$ cat src/rtl/hazard_scoreboard_if.sv
// D-stage hazard descriptor bus: decoder-side instruction timing/register info in,
// stall, forward selects and mult/div busy back out.
interface hazard_scoreboard_if;
  logic [1:0] d_tuse1;
  logic [1:0] d_tuse2;
  logic [4:0] d_reada1;
  logic [4:0] d_reada2;
  logic [1:0] d_tnew;
  logic [4:0] d_writea;
  logic [1:0] d_md_op;
  logic       d_md_use;
  logic       stall;
  logic [1:0] fwd_rs_sel;
  logic [1:0] fwd_rt_sel;
  logic       md_busy;

  modport master (
    output d_tuse1, d_tuse2, d_reada1, d_reada2, d_tnew, d_writea, d_md_op, d_md_use,
    input  stall, fwd_rs_sel, fwd_rt_sel, md_busy
  );

  modport slave (
    input  d_tuse1, d_tuse2, d_reada1, d_reada2, d_tnew, d_writea, d_md_op, d_md_use,
    output stall, fwd_rs_sel, fwd_rt_sel, md_busy
  );
endinterface

$ cat src/rtl/hazard_scoreboard.sv
// Tuse/Tnew hazard scheduler for a 5-stage MIPS pipeline: tracks E/M/W destinations,
// raises the D-stage stall, picks D-stage forward sources and times the mult/div unit.
module hazard_scoreboard #(
  parameter int MULT_CYCLES = 5,
  parameter int DIV_CYCLES  = 10,
  parameter int CNT_W       = 4
) (
  input logic                clk,
  input logic                reset,
  hazard_scoreboard_if.slave hs
);

  localparam logic [CNT_W-1:0] MULT_LOAD = CNT_W'(MULT_CYCLES);
  localparam logic [CNT_W-1:0] DIV_LOAD  = CNT_W'(DIV_CYCLES);

  // In-flight entries; index 0 = rs operand, 1 = rt operand for per-operand arrays.
  logic [4:0]       e_writea_reg, m_writea_reg, w_writea_reg;
  logic [1:0]       e_tnew_reg, m_tnew_reg, w_tnew_reg;
  logic [1:0]       e_md_op_reg;
  logic [CNT_W-1:0] busy_cnt_reg;

  logic [4:0]       e_writea_next, m_writea_next, w_writea_next;
  logic [1:0]       e_tnew_next, m_tnew_next, w_tnew_next;
  logic [1:0]       e_md_op_next;
  logic [CNT_W-1:0] busy_cnt_next;

  logic [4:0] rd_addr [2];
  logic [1:0] rd_tuse [2];
  logic [1:0] fwd_sel [2];
  logic [1:0] e_hit, m_hit, w_hit, hazard;
  logic       md_stall;
  logic       stall;
  logic       md_busy;
  logic [1:0] d_md_op_eff;

  function automatic logic [1:0] dec2(input logic [1:0] x);
    return (x == 2'd0) ? 2'd0 : x - 2'd1;
  endfunction

  assign rd_addr[0] = hs.d_reada1;
  assign rd_addr[1] = hs.d_reada2;
  assign rd_tuse[0] = hs.d_tuse1;
  assign rd_tuse[1] = hs.d_tuse2;

  // Register 0 is hardwired, so an operand address of 0 can never hit any stage.
  genvar gi;
  generate
    for (gi = 0; gi < 2; gi++) begin : g_operand
      assign e_hit[gi] = (rd_addr[gi] != 5'd0) && (e_writea_reg == rd_addr[gi]);
      assign m_hit[gi] = (rd_addr[gi] != 5'd0) && (m_writea_reg == rd_addr[gi]);
      assign w_hit[gi] = (rd_addr[gi] != 5'd0) && (w_writea_reg == rd_addr[gi]);

      assign hazard[gi] = (e_hit[gi] && (e_tnew_reg > rd_tuse[gi])) ||
                          (m_hit[gi] && (m_tnew_reg > rd_tuse[gi]));

      // Nearest producer wins; if it is not ready yet the stall logic owns the case.
      assign fwd_sel[gi] = e_hit[gi] ? ((e_tnew_reg == 2'd0) ? 2'd1 : 2'd0) :
                           m_hit[gi] ? ((m_tnew_reg == 2'd0) ? 2'd2 : 2'd0) :
                           w_hit[gi] ? ((w_tnew_reg == 2'd0) ? 2'd3 : 2'd0) :
                                       2'd0;
    end
  endgenerate

  assign md_busy     = (busy_cnt_reg != '0);
  assign md_stall    = hs.d_md_use && (md_busy || (e_md_op_reg != 2'd0));
  assign stall       = (|hazard) || md_stall;
  assign d_md_op_eff = (hs.d_md_op == 2'd3) ? 2'd0 : hs.d_md_op;

  assign hs.stall      = stall;
  assign hs.fwd_rs_sel = fwd_sel[0];
  assign hs.fwd_rt_sel = fwd_sel[1];
  assign hs.md_busy    = md_busy;

  always_comb begin
    w_writea_next = m_writea_reg;
    w_tnew_next   = dec2(m_tnew_reg);
    m_writea_next = e_writea_reg;
    m_tnew_next   = dec2(e_tnew_reg);
    e_writea_next = 5'd0;
    e_tnew_next   = 2'd0;
    e_md_op_next  = 2'd0;
    if (!stall) begin
      e_writea_next = hs.d_writea;
      e_tnew_next   = dec2(hs.d_tnew);
      e_md_op_next  = d_md_op_eff;
    end
  end

  // A mult/div leaving E reloads the counter even if an earlier one is still counting.
  always_comb begin
    busy_cnt_next = busy_cnt_reg;
    case (e_md_op_reg)
      2'd1:    busy_cnt_next = MULT_LOAD;
      2'd2:    busy_cnt_next = DIV_LOAD;
      default: if (md_busy) busy_cnt_next = busy_cnt_reg - 1'b1;
    endcase
  end

  always_ff @(posedge clk or posedge reset) begin
    if (reset) begin
      e_writea_reg <= 5'd0;
      e_tnew_reg   <= 2'd0;
      m_writea_reg <= 5'd0;
      m_tnew_reg   <= 2'd0;
      w_writea_reg <= 5'd0;
      w_tnew_reg   <= 2'd0;
      e_md_op_reg  <= 2'd0;
      busy_cnt_reg <= '0;
    end else begin
      e_writea_reg <= e_writea_next;
      e_tnew_reg   <= e_tnew_next;
      m_writea_reg <= m_writea_next;
      m_tnew_reg   <= m_tnew_next;
      w_writea_reg <= w_writea_next;
      w_tnew_reg   <= w_tnew_next;
      e_md_op_reg  <= e_md_op_next;
      busy_cnt_reg <= busy_cnt_next;
    end
  end

endmodule

$ cat src/flat_wrapper.sv
// flat-port wrapper written by rule: the top's interface ports become plain ports
module hazard_scoreboard_flat 
#(
  parameter int MULT_CYCLES = 5,
  parameter int DIV_CYCLES  = 10,
  parameter int CNT_W       = 4
)
  (clk, reset, hs_d_tuse1, hs_d_tuse2, hs_d_reada1, hs_d_reada2, hs_d_tnew, hs_d_writea, hs_d_md_op, hs_d_md_use, hs_stall, hs_fwd_rs_sel, hs_fwd_rt_sel, hs_md_busy);
  hazard_scoreboard_if hs_i ();
  input logic clk;
  input logic reset;
  input wire logic [$bits(hs_i.d_tuse1)-1:0] hs_d_tuse1;
  input wire logic [$bits(hs_i.d_tuse2)-1:0] hs_d_tuse2;
  input wire logic [$bits(hs_i.d_reada1)-1:0] hs_d_reada1;
  input wire logic [$bits(hs_i.d_reada2)-1:0] hs_d_reada2;
  input wire logic [$bits(hs_i.d_tnew)-1:0] hs_d_tnew;
  input wire logic [$bits(hs_i.d_writea)-1:0] hs_d_writea;
  input wire logic [$bits(hs_i.d_md_op)-1:0] hs_d_md_op;
  input wire logic [$bits(hs_i.d_md_use)-1:0] hs_d_md_use;
  output wire logic [$bits(hs_i.stall)-1:0] hs_stall;
  output wire logic [$bits(hs_i.fwd_rs_sel)-1:0] hs_fwd_rs_sel;
  output wire logic [$bits(hs_i.fwd_rt_sel)-1:0] hs_fwd_rt_sel;
  output wire logic [$bits(hs_i.md_busy)-1:0] hs_md_busy;
  assign hs_i.d_tuse1 = hs_d_tuse1;
  assign hs_i.d_tuse2 = hs_d_tuse2;
  assign hs_i.d_reada1 = hs_d_reada1;
  assign hs_i.d_reada2 = hs_d_reada2;
  assign hs_i.d_tnew = hs_d_tnew;
  assign hs_i.d_writea = hs_d_writea;
  assign hs_i.d_md_op = hs_d_md_op;
  assign hs_i.d_md_use = hs_d_md_use;
  assign hs_stall = hs_i.stall;
  assign hs_fwd_rs_sel = hs_i.fwd_rs_sel;
  assign hs_fwd_rt_sel = hs_i.fwd_rt_sel;
  assign hs_md_busy = hs_i.md_busy;
  hazard_scoreboard #(.MULT_CYCLES(MULT_CYCLES), .DIV_CYCLES(DIV_CYCLES), .CNT_W(CNT_W)) u_core (.clk(clk), .reset(reset), .hs(hs_i));
endmodule
$ cat config.mk
export PLATFORM = sky130hd
export DESIGN_NAME = hazard_scoreboard_flat
export DESIGN_NICKNAME = d
export VERILOG_FILES = /design/src/rtl/hazard_scoreboard_if.sv /design/src/rtl/hazard_scoreboard.sv /design/src/flat_wrapper.sv
export SDC_FILE = /design/constraint.sdc
export NUM_CORES = 1
export LEC_CHECK = 0
export CORE_UTILIZATION = 51
export DETAILED_ROUTE_END_ITERATION = 8
export PLACE_DENSITY = 0.79
export SYNTH_ARGS = -nofsm -noshare
export SYNTH_HDL_FRONTEND = slang
export SYNTH_SLANG_ARGS = --single-unit
$ cat constraint.sdc
create_clock -name clk -period 3.55 [get_ports clk]
set_input_delay 0.8875 -clock clk [delete_from_list [all_inputs] [get_ports clk]]
set_output_delay 0.8875 -clock clk [all_outputs]
set_load 0.02 [all_outputs]
==> impl_metrics.csv, run 1 <==
group,metric,value,unit
timing,period_minus_slack,3.553,ns
logic_synthesis,yosys.area.top_type_share,0.4103,
logic_synthesis,synth_top_family_by_area,"simple AND/OR/NAND/NOR gates",
cts,clkSinkCount,27,
final_layout,area_growth,35.71,%
floorplanning,core,0.003053,mm2
timing,hold_ws,0.4645,ns
cts,htree_levels,1,
critical_path,startpoint_type,"input port",
logic_synthesis,ys.flop_type,"dfrtp_1",
logic_synthesis,synth_edf_count,0,
status,status,"finished, violations left",
cts,clk_pin_slew,0.13,ns
grt,busiest_layer,"met2",
grt,track_usage,0.2465,
cts,ctsRootBufferMaster,"clkbuf_4",
hold_path,worstHoldPathType,"register to register",
grt,grt_max_degree,28,
critical_path,cp-end-kind,"output pin",
routing,drtIter0Drc,48,
cts,clock_latency,0.31,ns
grt,use_met3,0.02637,
place,port-buffer-count,31,
logic_synthesis,synth_area,0.001647,mm2
timing,slew_viol_final,0,
cts,cts_hold_buf,0,
logic_synthesis,ys_seq_area_frac,0.4103,
timing,worst_slack,-0.003291,ns
final_layout,antenna_cells,0,
final_layout,fillers,232,
routing,detail_route.wirelength,3826,um
logic_synthesis,synth_compound_area_frac,0.06079,
logic_synthesis,syn_area_per_cell,10.10,um2
floorplanning,initial_core_util,0.5393,
timing,setup_viol,1,
final_layout,final_common_cell,"dfrtp_1",
logic_synthesis,synth-simple-area-share,0.1960,
final_layout,drive_gt1_frac,0.2146,
timing,maxSlewHeadroom,0.3416,
routing,final_antenna_net_count,0,
cts,cts_tree,"yes",
final_layout,final_cell_mix,"dfrtp_1, buf_4, xnor2_1, clkdlybuf4s50_1, inv_1",
final_layout,layout.nets,259,
floorplanning,num_io_pins,32,
floorplanning,die-area,0.003460,mm2
logic_synthesis,synthXorXnorAreaFrac,0.1755,
floorplanning,rows,20,
timing,period_share,1.001,
floorplanning,die-height,58.82,um
timing,tightestPinTransition,0.9866,ns
place,place.gp.congestion,0.8334,
grt,grt_pass1_wl,6306,um
final_layout,fin_util,0.7320,
cts,cts_buffer_depth,2,
grt,antenna_found_initial,0,
grt,grtUsageMet1,0.3113,
logic_synthesis,yosys_warnings,0,
logic_synthesis,synthCells,163,
critical_path,cp_max_fo,4,
routing,vias,1369,
logic_synthesis,yosysTopAreaCell,"dfrtp_1",
logic_synthesis,yosys-top-cells-area,"dfrtp_1, xnor2_1, ha_1, xor2_1, inv_1",
place,place_area,0.002155,mm2
final_layout,stdcell_area,0.002235,mm2
timing,fmax,281.4,MHz
grt,use_met2,0.4464,
grt,grt_overflow,0,
routing,drtPass1Iterations,4,
status,failed_checks,"negative setup slack",
final_layout,register_area,675.6,um2
routing,drcViolationCount,0,
critical_path,r2r_setup_slack,1.45,ns
logic_synthesis,synthAdderAreaFrac,0.09878,
power_and_ir_drop,power_density,435.3,mW/mm2
place,dpl_worst_slack,-0.5502,ns
power_and_ir_drop,ir_drop,0.3152,mV
place,dp_hpwl,2993,um
logic_synthesis,ys_ff_latch,27,
logic_synthesis,synth_fp_nets,202,
critical_path,path_class,"input port to output pin",
logic_synthesis,muxShareOfSynthArea,0.01976,
final_layout,multi_input_area,969.7,um2
job,drv_cap,0,
timing,clock_skew,0.001224,ns
routing,vias_per_cell,5.205,
floorplanning,die_x,58.82,um
routing,post_drt_wl_per_cell,14.55,um
cts,cts_made_buffers,3,
critical_path,cp.required,2.66,ns
timing,grt_setup_unrepaired,"yes",
logic_synthesis,synth.distinct_cells,33,
grt,grt_pass1_vias,1412,
power_and_ir_drop,leakage,1.045,nW
critical_path,arrival,2.67,ns
logic_synthesis,synthArstFlopShare,1.000,
timing,hold_violations,0,
## critical path: stages
cell             delay [ns]
clkdlybuf4s50_1        0.44
or4_4                  0.45
nor2_4                 0.17
a211oi_1               0.07
a211o_1                0.28
or2_1                  0.23
buf_6                  0.13
## routing by layer
layer / vias to the layer above / wire length, um
li1: 668 / -
met1: 661 / 1729
met4: 0 / 20
met2: 38 / 1942
met5: - / 0
met3: 2 / 133
## layout make-up
class,instances,area share
inverter,13,0.02184
tap,44,0.02464
clock buffer,4,0.01176
sequential,27,0.3024
multi-input combinational,121,0.4339
timing repair buffer,54,0.2055
## cell usage after synthesis (all sizes together) (3+ instances only)
library cell	n
dfrtp	27
xnor2	21
ha	13
inv	13
nor2	12
xor2	12
nand2	8
nand3	8
nor3	7
nor2b	6
nor4	5
a2bb2oi	3
and2	3
o21ai	3
## what timing repair did
item	in CTS	in global routing
pin swaps	9	2
endpoints found under the setup margin	5	4
resized for setup	35	6
setup buffers	2	0
## where the power goes
group,internal (W),switching (W),leakage (nW)
Clock,0.0000439,0.0000840,0.0150
Combinational,0.000215,0.000207,0.680
Sequential,0.000366,0.0000573,0.350
Total,0.000624,0.000348,1.04
## final timing paths
kind	to	cells after the start	startpoint
min reg2reg	u_core.m_writea_reg[3]	0	u_core.e_writea_reg[3]
min	u_core.m_writea_reg[3]	0	u_core.e_writea_reg[3]
max in group asynchronous	u_core.w_tnew_reg[0]	2	reset
max reg2reg	u_core.e_tnew_reg[0]	8	u_core.busy_cnt_reg[1]
min in group asynchronous	u_core.e_writea_reg[2]	2	reset
max	hs_stall	7	hs_d_reada1[3]
## stage by stage
stage                     power [W]  std cells  setup TNS, ns
after floorplan           0.0006741        163              0
after detailed placement  0.0008321        257         -2.111
after global placement    0.0008044        257         -1.931
after CTS                 0.0009671        263              0
after global routing       0.001037        263       -0.08799
final                     0.0009728        263      -0.003291
## kinds of logic after synthesis
| family | count (synthesis) |
|---|---|
| AO/OA/AOI/OAI | 14 |
| buffers and inverters | 15 |
| XOR/XNOR | 33 |
| adder cells (fa/ha/maj) | 13 |
| multiplexers | 3 |
| flip-flops | 27 |
| AND/OR/NAND/NOR | 58 |
No activity file was read; power rests on OpenSTA's default activity.
==> inputs of run 2 (changes only) <==
--- a/config.mk
+++ b/config.mk
@@ -11,3 +11,4 @@
 export SYNTH_ARGS = -nofsm -noshare
 export SYNTH_HDL_FRONTEND = slang
 export SYNTH_SLANG_ARGS = --single-unit
+export TNS_END_PERCENT = 10
==> impl_metrics.csv, run 2 (same netlist as run 1, synthesis figures left out) <==
group,metric,value,unit
timing,tightestPinTransition,0.9950,ns
place,port-buffer-count,31,
power_and_ir_drop,power_density,435.3,mW/mm2
critical_path,crit_buf_inv,2,
power_and_ir_drop,switchingPower,0.0003530,W
critical_path,r2r_setup_slack,1.38,ns
routing,detail_route.wirelength,3867,um
power_and_ir_drop,seq_power_share,0.431,
power_and_ir_drop,intPower,0.0006312,W
routing,post_drt_wl_per_cell,14.70,um
critical_path,cp.required,2.66,ns
timing,fmax,278.4,MHz
final_layout,layout.nets,259,
status,failed_checks,"negative setup slack",
timing,hold_violations,0,
cts,htree_levels,1,
floorplanning,die_x,58.82,um
grt,grt_pass1_wl,6251,um
floorplanning,core,0.003053,mm2
grt,grt_pass1_vias,1419,
final_layout,fin_util,0.7406,
critical_path,crit_slowest_cell,"or4_4",
critical_path,cp_max_fo,3,
status,status,"finished, violations left",
power_and_ir_drop,combPwrFrac,0.437,
final_layout,area_growth,37.31,%
floorplanning,num_io_pins,32,
grt,grt_max_degree,28,
hold_path,hold_end,"u_core.m_writea_reg[3]",
floorplanning,die-height,58.82,um
grt,track_usage,0.2442,
critical_path,r2r_end,"u_core.e_tnew_reg[0]",
timing,slew_viol_final,0,
power_and_ir_drop,pwr-share-clk,0.132,
timing,maxSlewHeadroom,0.3359,
place,place.gp.congestion,0.8334,
hold_path,worstHoldPathType,"register to register",
final_layout,antenna_cells,0,
routing,vias_per_cell,5.190,
place,place_area,0.002155,mm2
timing,clock_skew,0.004234,ns
critical_path,startpoint_type,"input port",
timing,period_minus_slack,3.592,ns
grt,grt_overflow,0,
power_and_ir_drop,ir_drop,0.3149,mV
floorplanning,rows,20,
routing,drtPass1Iterations,4,
final_layout,drive_gt1_frac,0.2329,
final_layout,final_common_cell,"dfrtp_1",
final_layout,final_cell_mix,"dfrtp_1, buf_4, clkdlybuf4s50_1, xnor2_1",
critical_path,slowest_delay,0.52,ns
timing,hold_ws,0.4645,ns
place,dp.cells,257,
place,dp_hpwl,2993,um
cts,cts_made_buffers,3,
routing,final_antenna_net_count,0,
cts,cts_tree,"yes",
floorplanning,die-area,0.003460,mm2
timing,grt_setup_unrepaired,"yes",
floorplanning,initial_core_util,0.5393,
critical_path,reg2reg_from,"u_core.e_tnew_reg[1]",
grt,antenna_found_initial,0,
critical_path,arrival,2.70,ns
power_and_ir_drop,leakage,1.036,nW
final_layout,stdcell_area,0.002261,mm2
timing,period_share,1.012,
routing,vias,1365,
hold_path,worstHoldStart,"u_core.e_writea_reg[3]",
cts,ctsRootBufferMaster,"clkbuf_4",
timing,worst_slack,-0.04156,ns
final_layout,fillers,221,
cts,clock_latency,0.31,ns
routing,drcViolationCount,0,
final_layout,stdcell_count,263,
routing,drtIter0Drc,41,
job,drv_cap,0,
power_and_ir_drop,swShare,0.3586,
critical_path,crit_family,"buffers and inverters",
critical_path,path_class,"input port to output pin",
cts,clk_pin_slew,0.14,ns
cts,cts_buffer_depth,2,
critical_path,crit_chain,"clkdlybuf4s50_1 -> or4_4 -> o211a_4 -> nand2_1 -> mux2_2 -> buf_2",
timing,setup_viol,2,
critical_path,rr_worst_depth,9,
critical_path,cp-end-kind,"output pin",
cts,clkSinkCount,27,
power_and_ir_drop,total_power,0.0009842,W
hold_path,hold_depth,0,
[run 2: timing repair]
action                     CTS  global route
setup buffers                1             1
pin swaps                    4             6
gates resized for setup     31            10
setup endpoints to repair    5             5
hold buffers                 0             0
[run 2: power by group through the flow]
| stage | sequential [W] | combinational, W | clock [W] |
|---|---|---|---|
| 2_1_floorplan | 0.000413 | 0.000262 | 0 |
| 3_3_place_gp | 0.000422 | 0.000383 | 0 |
| 3_5_place_dp | 0.000428 | 0.000404 | 0 |
| 4_1_cts | 0.000421 | 0.000415 | 0.000129 |
| 5_1_grt | 0.000431 | 0.000476 | 0.000141 |
| 6_report | 0.000424 | 0.000430 | 0.000130 |
[run 2: cell type report]
cell class | instances | area [um2] | area share
Clock buffer | 4 | 26.28 | 0.01162
Multi-Input combinational cell | 121 | 996.0 | 0.4405
Timing Repair Buffer | 54 | 459.2 | 0.2031
Inverter | 13 | 48.80 | 0.02158
Sequential cell | 27 | 675.6 | 0.2988
Tap cell | 44 | 55.05 | 0.02435
[run 2: worst max path at each step]
| stage | startpoint | end | slack (ns) | cells after the start |
|---|---|---|---|---|
| after CTS | hs_d_reada2[0] | hs_fwd_rt_sel[0] | -0.03 | 6 |
| final | hs_d_reada2[2] | hs_fwd_rt_sel[0] | -0.04 | 6 |
| after global placement | hs_d_reada2[2] | hs_fwd_rt_sel[1] | -0.49 | 8 |
| after global routing | hs_d_reada2[2] | hs_stall | -0.08 | 7 |
| after floorplan | hs_d_reada1[0] | hs_stall | 0.34 | 6 |
| after detailed placement | hs_d_reada2[2] | hs_fwd_rt_sel[1] | -0.55 | 8 |
[run 2: per-layer routing]
metal  wire [um]  part of all wire  vias up  track usage
met5           0                 0        -            0
li1            -                 -      667            -
met1        1690              0.44      662       0.3028
met2        1990              0.51       32       0.4481
met4          36            0.0093        0      0.06463
met3         150             0.039        4      0.02637
[run 2: worst reg2reg max path: stages, from the launching register on]
cell and delay, ns:
dfrtp_1 0.49, ha_4 0.27, nor2b_1 0.13, o21ai_1 0.16, nor4_1 0.07, a211o_1 0.28, buf_4 0.13, buf_4 0.12
buf_4 0.15, nor4_1 0.27
[run 2: through the flow]
| step | TNS, ns | setup slack (ns) |
|---|---|---|
| floorplan | 0 | 0.3360 |
| global route | -0.2177 | -0.08235 |
| CTS | -0.05715 | -0.03330 |
| detailed placement | -2.111 | -0.5502 |
| global placement | -1.931 | -0.4889 |
| finish | -0.05102 | -0.04156 |
==> inputs of run 3 (changes only) <==
--- a/config.mk
+++ b/config.mk
@@ -6,6 +6,7 @@
 export NUM_CORES = 1
 export LEC_CHECK = 0
 export CORE_UTILIZATION = 51
+export CTS_CLUSTER_SIZE = 25
 export DETAILED_ROUTE_END_ITERATION = 8
 export PLACE_DENSITY = 0.79
 export SYNTH_ARGS = -nofsm -noshare
==> results of run 3 <==
Final layout, timing and power as in run 2 (identical DEF).
